===== config.mk =====
export PLATFORM = sky130hd
export DESIGN_NAME = atm_user_driver
export DESIGN_NICKNAME = d
export VERILOG_FILES = /design/src/rtl/atm_user_driver.sv
export SDC_FILE = /design/constraint.sdc
export NUM_CORES = 1
export LEC_CHECK = 0
export ABC_AREA = 0
export CAP_MARGIN = 25
export CELL_PAD_IN_SITES_DETAIL_PLACEMENT = 0
export CELL_PAD_IN_SITES_GLOBAL_PLACEMENT = 1
export CORE_MARGIN = 1.5
export CORE_UTILIZATION = 32
export DETAILED_ROUTE_END_ITERATION = 8
export GPL_ROUTABILITY_DRIVEN = 0
export GPL_TIMING_DRIVEN = 0
export PLACE_DENSITY = 0.92
export SLEW_MARGIN = 10
export SYNTH_ARGS = -nofsm -noshare
export SYNTH_HDL_FRONTEND = slang
export SYNTH_SLANG_ARGS = --single-unit

===== constraint.sdc =====
create_clock -name CLK -period 4.64 [get_ports CLK]
set_input_delay 0.696 -clock CLK [delete_from_list [all_inputs] [get_ports CLK]]
set_output_delay 0.696 -clock CLK [all_outputs]
set_load 0.05 [all_outputs]

===== src/rtl/atm_user_driver.sv =====
// atm_user_driver: host-side transmitter that plays one card/PIN/amount transaction into the
// ATM controller and folds its status lines into a result record. Optional macro: ATM_DRV_TIMEOUT_EN.
module atm_user_driver #(
  parameter int DIGIT_GAP      = 1,
  parameter int PIN_WAIT       = 4,
  parameter int TIMEOUT_CYCLES = 64
) (
  input  logic        CLK,
  input  logic        RESET,
  input  logic        CMD_VALID,
  output logic        CMD_READY,
  input  logic [15:0] CMD_PIN,
  input  logic        CMD_TIPO,
  input  logic [31:0] CMD_MONTO,
  output logic        TARJETA_RECIBIDA,
  output logic [3:0]  DIGITO,
  output logic        DIGITO_STB,
  output logic        TIPO_TRANS,
  output logic [31:0] MONTO,
  output logic        MONTO_STB,
  input  logic        BALANCE_STB,
  input  logic        ENTREGAR_DINERO,
  input  logic        FONDOS_INSUFICIENTES,
  input  logic        PIN_INCORRECTO,
  input  logic        ADVERTENCIA,
  input  logic        BLOQUEO,
  input  logic [63:0] BALANCE_ACTUALIZADO,
  output logic        RES_VALID,
  output logic [2:0]  RES_CODE,
  output logic [63:0] RES_BALANCE,
  output logic        RES_DISPENSED,
  output logic [1:0]  RES_INTENTOS
);

  // One shared counter serves the digit gap, the PIN window and the balance timeout.
  localparam int MAX_A = (DIGIT_GAP > PIN_WAIT) ? DIGIT_GAP : PIN_WAIT;
  localparam int MAX_C = (MAX_A > TIMEOUT_CYCLES) ? MAX_A : TIMEOUT_CYCLES;
  localparam int CW    = $clog2(MAX_C + 1);
  localparam logic [CW-1:0] GAP_END = CW'(DIGIT_GAP - 1);
  localparam logic [CW-1:0] WIN_END = CW'(PIN_WAIT - 1);
`ifdef ATM_DRV_TIMEOUT_EN
  localparam logic [CW-1:0] TO_END    = CW'(TIMEOUT_CYCLES - 1);
  localparam logic [2:0]    C_TIMEOUT = 3'd4;
`endif
  localparam logic [2:0] C_OK      = 3'd0;
  localparam logic [2:0] C_FONDOS  = 3'd1;
  localparam logic [2:0] C_PIN_BAD = 3'd2;
  localparam logic [2:0] C_BLOCKED = 3'd3;

  typedef enum logic [3:0] {
    S_IDLE, S_CARD, S_DIGIT, S_GAP, S_PIN_WIN, S_SETUP, S_WAIT_BAL, S_DONE, S_RETRY
  } state_t;

  state_t          r_state, w_nxt;
  logic [15:0]     r_pin;
  logic            r_tipo;
  logic [31:0]     r_monto;
  logic [1:0]      r_idx;
  logic [CW-1:0]   r_cnt;
  logic            r_pin_q, r_adv_q;
  logic            r_res_valid;
  logic [2:0]      r_res_code;
  logic [63:0]     r_res_bal;
  logic            r_res_disp;
  logic [1:0]      r_intentos;

  logic            w_fire, w_busy, w_hold, w_rej_edge;
  logic [1:0]      w_int_inc, w_int_nxt;
  logic            w_res_set, w_bal_cap, w_idx_inc, w_cnt_clr, w_cnt_inc;
  logic [2:0]      w_res_code;

  assign CMD_READY  = RESET && (r_state == S_IDLE || r_state == S_RETRY);
  assign w_fire     = CMD_VALID && CMD_READY;
  assign w_busy     = (r_state == S_CARD) || (r_state == S_DIGIT) || (r_state == S_GAP) ||
                      (r_state == S_PIN_WIN) || (r_state == S_SETUP) || (r_state == S_WAIT_BAL);
  assign w_hold     = (r_state != S_IDLE) && (r_state != S_RETRY);
  assign w_rej_edge = (PIN_INCORRECTO && !r_pin_q) || (ADVERTENCIA && !r_adv_q);
  assign w_int_inc  = r_intentos + 2'd1;

  assign TIPO_TRANS    = w_hold ? r_tipo  : 1'b0;
  assign MONTO         = w_hold ? r_monto : 32'd0;
  assign RES_VALID     = r_res_valid;
  assign RES_CODE      = r_res_code;
  assign RES_BALANCE   = r_res_bal;
  assign RES_DISPENSED = r_res_disp;
  assign RES_INTENTOS  = r_intentos;

  always_ff @(posedge CLK) begin
    if (!RESET) r_state <= S_IDLE;
    else        r_state <= w_nxt;
  end

  always_comb begin
    w_nxt            = r_state;
    w_res_set        = 1'b0;
    w_res_code       = C_OK;
    w_int_nxt        = r_intentos;
    w_bal_cap        = 1'b0;
    w_idx_inc        = 1'b0;
    w_cnt_clr        = 1'b0;
    w_cnt_inc        = 1'b0;
    TARJETA_RECIBIDA = 1'b0;
    DIGITO           = 4'd0;
    DIGITO_STB       = 1'b0;
    MONTO_STB        = 1'b0;
    case (r_state)
      S_IDLE:  if (w_fire) w_nxt = S_CARD;
      S_CARD: begin
        TARJETA_RECIBIDA = 1'b1;
        w_nxt            = S_DIGIT;
      end
      S_DIGIT: begin
        DIGITO     = r_pin[{~r_idx, 2'b00} +: 4];
        DIGITO_STB = 1'b1;
        w_cnt_clr  = 1'b1;
        if (r_idx == 2'd3) begin
          w_nxt = S_PIN_WIN;
        end else begin
          w_idx_inc = 1'b1;
          w_nxt     = (DIGIT_GAP == 0) ? S_DIGIT : S_GAP;
        end
      end
      S_GAP: begin
        if (r_cnt == GAP_END) w_nxt = S_DIGIT;
        else                  w_cnt_inc = 1'b1;
      end
      S_PIN_WIN: begin
        // A fresh rise of either verdict line inside the window counts as one reject.
        if (w_rej_edge) begin
          w_res_set = 1'b1;
          if (w_int_inc == 2'd3) begin
            w_res_code = C_BLOCKED;
            w_int_nxt  = 2'd0;
            w_nxt      = S_IDLE;
          end else begin
            w_res_code = C_PIN_BAD;
            w_int_nxt  = w_int_inc;
            w_nxt      = S_RETRY;
          end
        end else if (r_cnt == WIN_END) begin
          w_nxt = S_SETUP;
        end else begin
          w_cnt_inc = 1'b1;
        end
      end
      S_SETUP: begin
        w_cnt_clr = 1'b1;
        w_nxt     = S_WAIT_BAL;
      end
      S_WAIT_BAL: begin
        MONTO_STB = 1'b1;
        if (BALANCE_STB) begin
          w_res_set  = 1'b1;
          w_bal_cap  = 1'b1;
          w_res_code = FONDOS_INSUFICIENTES ? C_FONDOS : C_OK;
          w_nxt      = S_DONE;
        end
`ifdef ATM_DRV_TIMEOUT_EN
        else if (r_cnt == TO_END) begin
          w_res_set  = 1'b1;
          w_res_code = C_TIMEOUT;
          w_int_nxt  = 2'd0;
          w_nxt      = S_IDLE;
        end else begin
          w_cnt_inc = 1'b1;
        end
`endif
      end
      S_DONE: begin
        w_int_nxt = 2'd0;
        w_nxt     = S_IDLE;
      end
      S_RETRY: if (w_fire) w_nxt = S_DIGIT;
      default: w_nxt = S_IDLE;
    endcase
    // Lockout from the controller wins over every in-flight step, including a same-cycle reject.
    if (BLOQUEO && w_busy) begin
      w_nxt      = S_IDLE;
      w_res_set  = 1'b1;
      w_res_code = C_BLOCKED;
      w_int_nxt  = 2'd0;
      w_bal_cap  = 1'b0;
      w_idx_inc  = 1'b0;
      w_cnt_clr  = 1'b0;
      w_cnt_inc  = 1'b0;
    end
  end

  always_ff @(posedge CLK) begin
    if (!RESET) begin
      r_pin       <= '0;
      r_tipo      <= 1'b0;
      r_monto     <= '0;
      r_idx       <= '0;
      r_cnt       <= '0;
      r_pin_q     <= 1'b0;
      r_adv_q     <= 1'b0;
      r_res_valid <= 1'b0;
      r_res_code  <= '0;
      r_res_bal   <= '0;
      r_res_disp  <= 1'b0;
      r_intentos  <= '0;
    end else begin
      r_pin_q     <= PIN_INCORRECTO;
      r_adv_q     <= ADVERTENCIA;
      r_res_valid <= w_res_set;
      r_intentos  <= w_int_nxt;
      if (w_fire) begin
        r_pin   <= CMD_PIN;
        r_tipo  <= CMD_TIPO;
        r_monto <= CMD_MONTO;
        r_idx   <= '0;
      end else if (w_idx_inc) begin
        r_idx <= r_idx + 2'd1;
      end
      if (w_cnt_clr)      r_cnt <= '0;
      else if (w_cnt_inc) r_cnt <= r_cnt + 1'b1;
      if (w_res_set) begin
        r_res_code <= w_res_code;
        r_res_disp <= w_bal_cap ? ENTREGAR_DINERO : 1'b0;
        if (w_bal_cap) r_res_bal <= BALANCE_ACTUALIZADO;
      end
    end
  end

endmodule


# == After elaboration in Yosys (flattened, before gate mapping) ==
# Index checks and enable logic that the tools add are counted.
# totals
ff_bits,135
# op_classes
bitwise,2
shifts,1
n_eq_ne,18
n_mux,41
addsub,3
reduce_logical,26
# ops
op,count
$mux 32,1
$mux 4,8
$pmux 4 s8,1
$mux 1,22
$eq 4x3->1 const B,4
$shiftx 16x5->4,1
$eq 4x2->1 const B,2
$ne 2x2->1 const B,4
$pmux 2 s2,2
$reduce_or 2->1,4
$add 7x1->7 const B,1
$eq 7x2->1 const B,1
$logic_not 7->1,1
$logic_or 1x1->1,7
$logic_and 1x1->1,6
$mux 2,3
$mux 3,2
$reduce_and 5->1,1
$add 2x1->2 const B,2
$eq 2x2->1 const B,2
$eq 4x1->1 const B,1
$eq 4x4->1 const B,1
$logic_not 4->1,1
$ne 4x4->1 const B,1
other kinds (9),12

# == Longest topological paths before layout ==
# Gate-level depths: netlist of run 1.
# logic_depth
ltp_word,9
mapped_depth,8
ltp_nobuf,7

# == Least setup slack after synthesis of run 1 ==
# OpenSTA, ideal clock, no wires.
# synth_path
path_kind,flip-flop to output port
from,reg r_state[0]
to,out TARJETA_RECIBIDA
path_slack_ns,1.721
arrival_time_ns,2.223
required_time_ns,3.944
path_stages_with_launch,3
path_cell_list,dfxtp_1 clkbuf_1 nor4b_1
# synth_between
elab_chain_cells,2
# synth_rtl
element,line_no,text
"start, declared",54,"state_t r_state, w_nxt;"
"start signal, assigned",90,else r_state <= w_nxt;
$eq 4x1->1,106,case (r_state)
$mux 1,106,
"end, declared",15,"output logic TARJETA_RECIBIDA,"
# Every way passes these cells.

# == Worst setup path in the final report of run 1 ==
# layout_path
from,in RESET
to,out CMD_READY
# layout_between
elab_chain_cells,1
# layout_rtl
element,line_no,text
"start, declared",9,"input logic RESET,"
$logic_and 1x1->1,72,assign CMD_READY = RESET && (r_state == S_IDLE || r_state == S_RETRY);
"end, declared",11,"output logic CMD_READY,"
# Every way passes these cells.

==> results of run 1 <==
==> worst max path at each step <==
stage                                       start                to  slack (ns)  cells after the start
after detailed placement                    RESET         CMD_READY        0.75                      5
final                                       RESET         CMD_READY        0.79                      5
after floorplan           r_state[0]$_SDFFE_PP0P_  TARJETA_RECIBIDA        1.72                      2
after global placement                      RESET         CMD_READY        0.75                      5
after CTS                                   RESET         CMD_READY        0.75                      5
after global routing                        RESET         CMD_READY        0.63                      5
==> Yosys cell counts (all sizes together), types with 2 or more instances <==
master	instances
buf	8
or4b	2
nor3	4
a211oi	2
nand3b	4
o31ai	2
nor2	7
ha	3
o31a	4
mux4	4
nand3	4
or3	3
clkbuf	41
nor2b	38
nor4	5
o21a	4
and2	3
inv	5
o21ai	53
nand2	238
dfxtp	134
nor4b	2
and3	3
a21oi	82
nand2b	10
==> where the power goes <==
group | switching [mW] | internal [mW] | total, mW
Combinational | 0.168 | 0.160 | 0.328
Clock | 0.524 | 1.12 | 1.65
Sequential | 0.0187 | 1.19 | 1.21
Total | 0.710 | 2.48 | 3.19
==> per-layer routing <==
metal	part of all wire, %	global-route usage (%)
met5	0	0
met4	1.1	6.17
met1	43	22.9
met2	46	33.2
met3	9.7	7.50
==> cell type report <==
| class | instances | area [um^2] | area share, % |
|---|---|---|---|
| flip-flops and latches | 134 | 2680 | 31.0 |
| multi-input cells | 492 | 2440 | 28.2 |
| repair buffers | 232 | 2320 | 26.8 |
| clock buffers | 21 | 480 | 5.55 |
| well taps | 220 | 275 | 3.18 |
| clock inverters | 11 | 241 | 2.79 |
| plain buffers | 49 | 196 | 2.27 |
| inverters | 5 | 18.8 | 0.217 |
==> through the flow <==
step | worst slack (ns) | cells | cell area [um^2]
floorplan | 1.72 | 680 | 5340
global placement | 0.747 | 1132 | 7940
detailed placement | 0.752 | 1132 | 7940
CTS | 0.747 | 1164 | 8660
global route | 0.627 | 1164 | 8660
finish | 0.792 | 1164 | 8660
==> kinds of logic after synthesis <==
group	count (synthesis)	share of synthesized area, %
compound gates	153	15.4
fa+ha+maj	3	0.703
mux	5	1.87
other cells	1	0.0702
simple gates	329	27.5
flops	134	50.2
buf+inv	54	4.03
xor+xnor	1	0.164
==> state kept, by name (all words and copies together), names as in the netlist, 2 cells and up <==
register / count
RES_INTENTOS: 2
RES_CODE: 2
r_pin: 16
r_idx: 2
RES_BALANCE: 64
r_monto: 32
r_state: 4
r_cnt: 7
==> worst register-to-register path: stages, from the launching register on <==
cell	delay, ns
dfxtp_1	0.33
clkbuf_1	0.23
nor2_1	0.30
nand4_1	0.21
nor2_1	0.63
clkbuf_1	0.46
nand2_1	0.12
a21oi_1	0.13
==> reports/results.ini, run 1 <==
[clock_tree]
hold_buffers = 0
h-tree-depth = 4
clk-insertion-delay-late_ns = 0.41
clockRootBuffer = clkbuf_16
clock_path_buffers = 2
cts_setup_buffers = 0
cts-resized-gates = 0
cts_tree = yes
clk_pin_slew_ns = 0.06
cts_num_sinks = 134
numCtsBuffers = 17

[setup_path]
ff2ff_path_depth = 7
cpMaxStageDelayCell = clkdlybuf4s50_1
r2r_end = RES_BALANCE[63]$_SDFFE_PN0P_
worstSetupStartpointType = input port
cp_num_buf_inv = 4
cp_top_family = buffers and inverters
worstSetupPathType = in2out
arrival_ns = 3.15
required_ns = 3.94
crit_chain = clkdlybuf4s50_1, clkbuf_1, clkbuf_1, and2_1, clkdlybuf4s50_1
path_max_fanout = 10
r2r-start = r_state[3]$_SDFFE_PP0P_
critPathCaptureType = output pin
max_stage_delay_ns = 0.82
r2r_slack_ns = 2.15

[final_layout]
n_fill_cell = 1582
drive_gt1_share_pct = 4.87
post-route-util_pct = 52.6
diodes = 0
final_common_cell = nand2_1
area_growth_pct = 62.2
final_cell_mix = nand2_1 (238), clkdlybuf4s50_1 (232), dfxtp_1 (134), a21oi_1 (82), o21ai_0 (53)
nNetsFinal = 1056

[pwr]
vdd_drop_max_mv = 0.245
fin_total_pwr_mw = 3.19
power_density_nw_per_um2 = 368
power.static_leakage_nw = 2.95

[global_routing]
grt.overflow.total = 0
antenna_found_initial = 0
grt_pass1_vias = 5380
grt_usage_pct = 19.6
grt_max_degree = 17
grt_pass1_wl_um = 27200

[floorplanning]
rows = 47
start_util_pct = 32.4
io_pins = 234
fp.dieH_um = 132
die-area_um2 = 17500
die_w_um = 132
core_area_um2 = 16500

[timing]
fin_crit_ns = 3.85
setup_tns_ns = 0
setup_violations = 0
worst_slew_pin_slew_ns = 0.737
rsz0062_at_grt = no
hold_violations = 0
hold_ws_ns = 0.451
fmax_mhz = 260
finalMaxSlewViolations = 0
final.setup_skew_ns = 0.00939
fin_crit_sh_pct = 82.9
slew_headroom_pct = 50.7

[detailed_routing]
viasPerCell = 4.66
first_iter_violations = 247
finalWirelength_um = 16800
drc = 0
ant_nets = 0
detail_route.wl_per_cell_um = 14.5
dr.pass1.iters = 4
via_count = 5430

[synth]
syn_area_um2 = 5340
synth_top_area_share_pct = 50.2
syn-instance-count = 680
yosysWarnings = 0
synth.distinct_cells = 42
async_flop_share_pct = 0
synth_edf_count = 0
synthTopCellsByArea = dfxtp_1 (50%), nand2_1 (17%), a21oi_1 (7.7%), o21ai_0 (5.0%), nor2b_1 (4.5%)
syn_avg_cell_area_um2 = 7.85
yosysSeqAreaShare_pct = 50.2
ys_seq_elements = 134
syn_nets = 805
synth_largest_area_cell = dfxtp_1
synth_flop_cell = dfxtp_1

[run]
cap_violations = 0

[place]
port_buffers = 232
dpl.hpwl_um = 12400

[status]
status = finished, final reports clean

[min_path]
min-delay-start = r_monto[7]$_SDFFE_PN0P_
whs_path_depth = 2
worstHoldEndpoint = r_monto[7]$_SDFFE_PN0P_
hold_path_class = reg2reg

No activity file was read; power rests on OpenSTA's default activity.
==> run 2, diff against run 1 <==
Settings changed: CORE_UTILIZATION 32 to 29, PLACE_DENSITY 0.92 to 0.85.
Clock period 4.64 ns to 3.85 ns, I/O delays scaled along.
==> run 2 against run 1 <==
  * Sequential power increased by 21%
  * Non-clock buffer count unchanged
  * Global-route usage decreased by 1.8 points
  * First-iteration DRC count decreased by 31%
  * Utilization decreased by 5.2 points
  * Clock power about the same
  * Via count fell by 0.70%
  * Critical endpoint unchanged
  * Largest power group unchanged
  * Highest routed layer unchanged
==> reports/results.ini, run 2 (same netlist as run 1, synthesis figures left out) <==
[detailed_routing]
detail_route.wl_per_cell_um = 14.8  ; +2.2%
drc = 0  ; unchanged
viasPerCell = 4.60  ; -1.5%
finalWirelength_um = 17300  ; +3.0%
dr.pass1.iters = 6  ; +2
first_iter_violations = 170  ; -31%
ant_nets = 0  ; unchanged
via_count = 5392  ; -0.70%

[clock_tree]
numCtsBuffers = 17  ; unchanged
clk-insertion-delay-late_ns = 0.41  ; about the same
clock_path_buffers = 2  ; unchanged
h-tree-depth = 4  ; unchanged
clockRootBuffer = clkbuf_16
cts_tree = yes
cts-resized-gates = 0  ; unchanged
hold_buffers = 0  ; unchanged
clk_pin_slew_ns = 0.06  ; about the same
cts_num_sinks = 134  ; unchanged
cts_setup_buffers = 0  ; unchanged

[final_layout]
n_fill_cell = 1796  ; +14%
drive_gt1_share_pct = 4.56  ; -0.32 points
diodes = 0  ; unchanged
post-route-util_pct = 47.4  ; -5.2 points
area_growth_pct = 60.1
nNetsFinal = 1056  ; unchanged
largest_register_ffs = 64  ; unchanged
final_cell_mix = nand2_1 (238), clkdlybuf4s50_1 (232), dfxtp_1 (134), a21oi_1 (82), o21ai_0 (53)
final_common_cell = nand2_1

[global_routing]
grt_pass1_wl_um = 27500  ; +1.2%
grt.overflow.total = 0  ; unchanged
antenna_found_initial = 0  ; unchanged
grt_pass1_vias = 5321  ; -1.1%
grt_max_degree = 17  ; unchanged
grt_usage_pct = 17.9  ; -1.8 points

[timing]
worst_slew_pin_slew_ns = 0.754  ; +0.0165 ns
fin_crit_sh_pct = 94.7
hold_ws_ns = 0.448  ; -0.00294 ns
final.setup_skew_ns = 0.00714  ; -0.00225 ns
postLayoutSetupSlackWorst_ns = 0.205  ; -0.587 ns
setup_tns_ns = 0  ; unchanged
slew_headroom_pct = 49.6  ; -1.1 points
fmax_mhz = 274
hold_violations = 0  ; unchanged
setup_violations = 0  ; unchanged
fin_crit_ns = 3.64
finalMaxSlewViolations = 0  ; unchanged
rsz0062_at_grt = no

[setup_path]
r2r-start = r_state[1]$_SDFFE_PP0P_
worstSetupPathType = in2out
cp_num_buf_inv = 4  ; unchanged
cp_top_family = buffers and inverters
crit_chain = clkdlybuf4s50_1, clkbuf_1, clkbuf_1, and2_1, clkdlybuf4s50_1
path_max_fanout = 10  ; unchanged
cpMaxStageDelayCell = clkdlybuf4s50_1
critPathLaunch = RESET
critPathCaptureType = output pin
required_ns = 3.27  ; -0.67 ns
arrival_ns = 3.07  ; -0.08 ns
worstSetupStartpointType = input port
max_stage_delay_ns = 0.82  ; about the same

[place]
post-place-ws_ns = 0.172  ; -0.580 ns
port_buffers = 232  ; unchanged
dpl.hpwl_um = 12400  ; unchanged

[floorplanning]
io_pins = 234  ; unchanged
core_area_um2 = 18000  ; +9.5%
die_w_um = 139  ; +4.9%
rows = 49  ; +4.3%
start_util_pct = 29.6  ; -2.8 points
fp.dieH_um = 139  ; +4.9%
die-area_um2 = 19200  ; +10%

[pwr]
power.static_leakage_nw = 2.88  ; -2.4%
vdd_drop_max_mv = 0.306  ; +25%
fin_total_pwr_mw = 3.54  ; +11%
power_density_nw_per_um2 = 414  ; +12%

[min_path]
hold_path_class = reg2reg
min-delay-start = RES_CODE[0]$_SDFFE_PN0P_

[run]
cap_violations = 0  ; unchanged

[status]
status = finished, final reports clean

## run 2: tightest hold or removal path, cell delays in order, from the launching register on
cell     delay [ns]
dfxtp_1        0.31
nand2_1        0.05
a21oi_1        0.05
## run 2: final timing paths
| check | to | slack, ns | cells after the start |
|---|---|---|---|
| setup / recovery | CMD_READY | 0.21 | 5 |
| hold / removal | RES_CODE[0]$_SDFFE_PN0P_ | 0.45 | 2 |
| setup reg to reg | RES_BALANCE[48]$_SDFFE_PN0P_ | 1.42 | 7 |
| hold reg to reg | RES_CODE[0]$_SDFFE_PN0P_ | 0.45 | 2 |
## run 2: final cells by class
| cell class | count | area (um^2) | area share [%] |
|---|---|---|---|
| Timing Repair Buffer | 232 | 2320 | 27.2 |
| Clock buffer | 21 | 450 | 5.27 |
| Tap cell | 229 | 287 | 3.35 |
| Inverter | 5 | 18.8 | 0.220 |
| Buffer | 49 | 196 | 2.30 |
| Sequential cell | 134 | 2680 | 31.4 |
| Multi-Input combinational cell | 492 | 2440 | 28.6 |
| Clock inverter | 11 | 149 | 1.74 |
## run 2: through the flow
stage          instances  area, um^2
2_1_floorplan        680        5340
3_3_place_gp        1141        7950
3_5_place_dp        1141        7950
4_1_cts             1173        8550
5_1_grt             1173        8550
6_report            1173        8550
## run 2: where the power goes
| part | leakage, nW | total [mW] | switching, mW | internal (mW) |
|---|---|---|---|---|
| clock network | 0.284 | 1.68 | 0.640 | 1.04 |
| registers | 1.09 | 1.46 | 0.0228 | 1.44 |
| logic | 1.51 | 0.398 | 0.206 | 0.193 |
## run 2: metal layers
metal	GRT usage (%)	part of all wire, %
met1	21.6	44
met2	29.3	46
met3	7.46	9.6
met4	4.99	0.83
met5	0	0
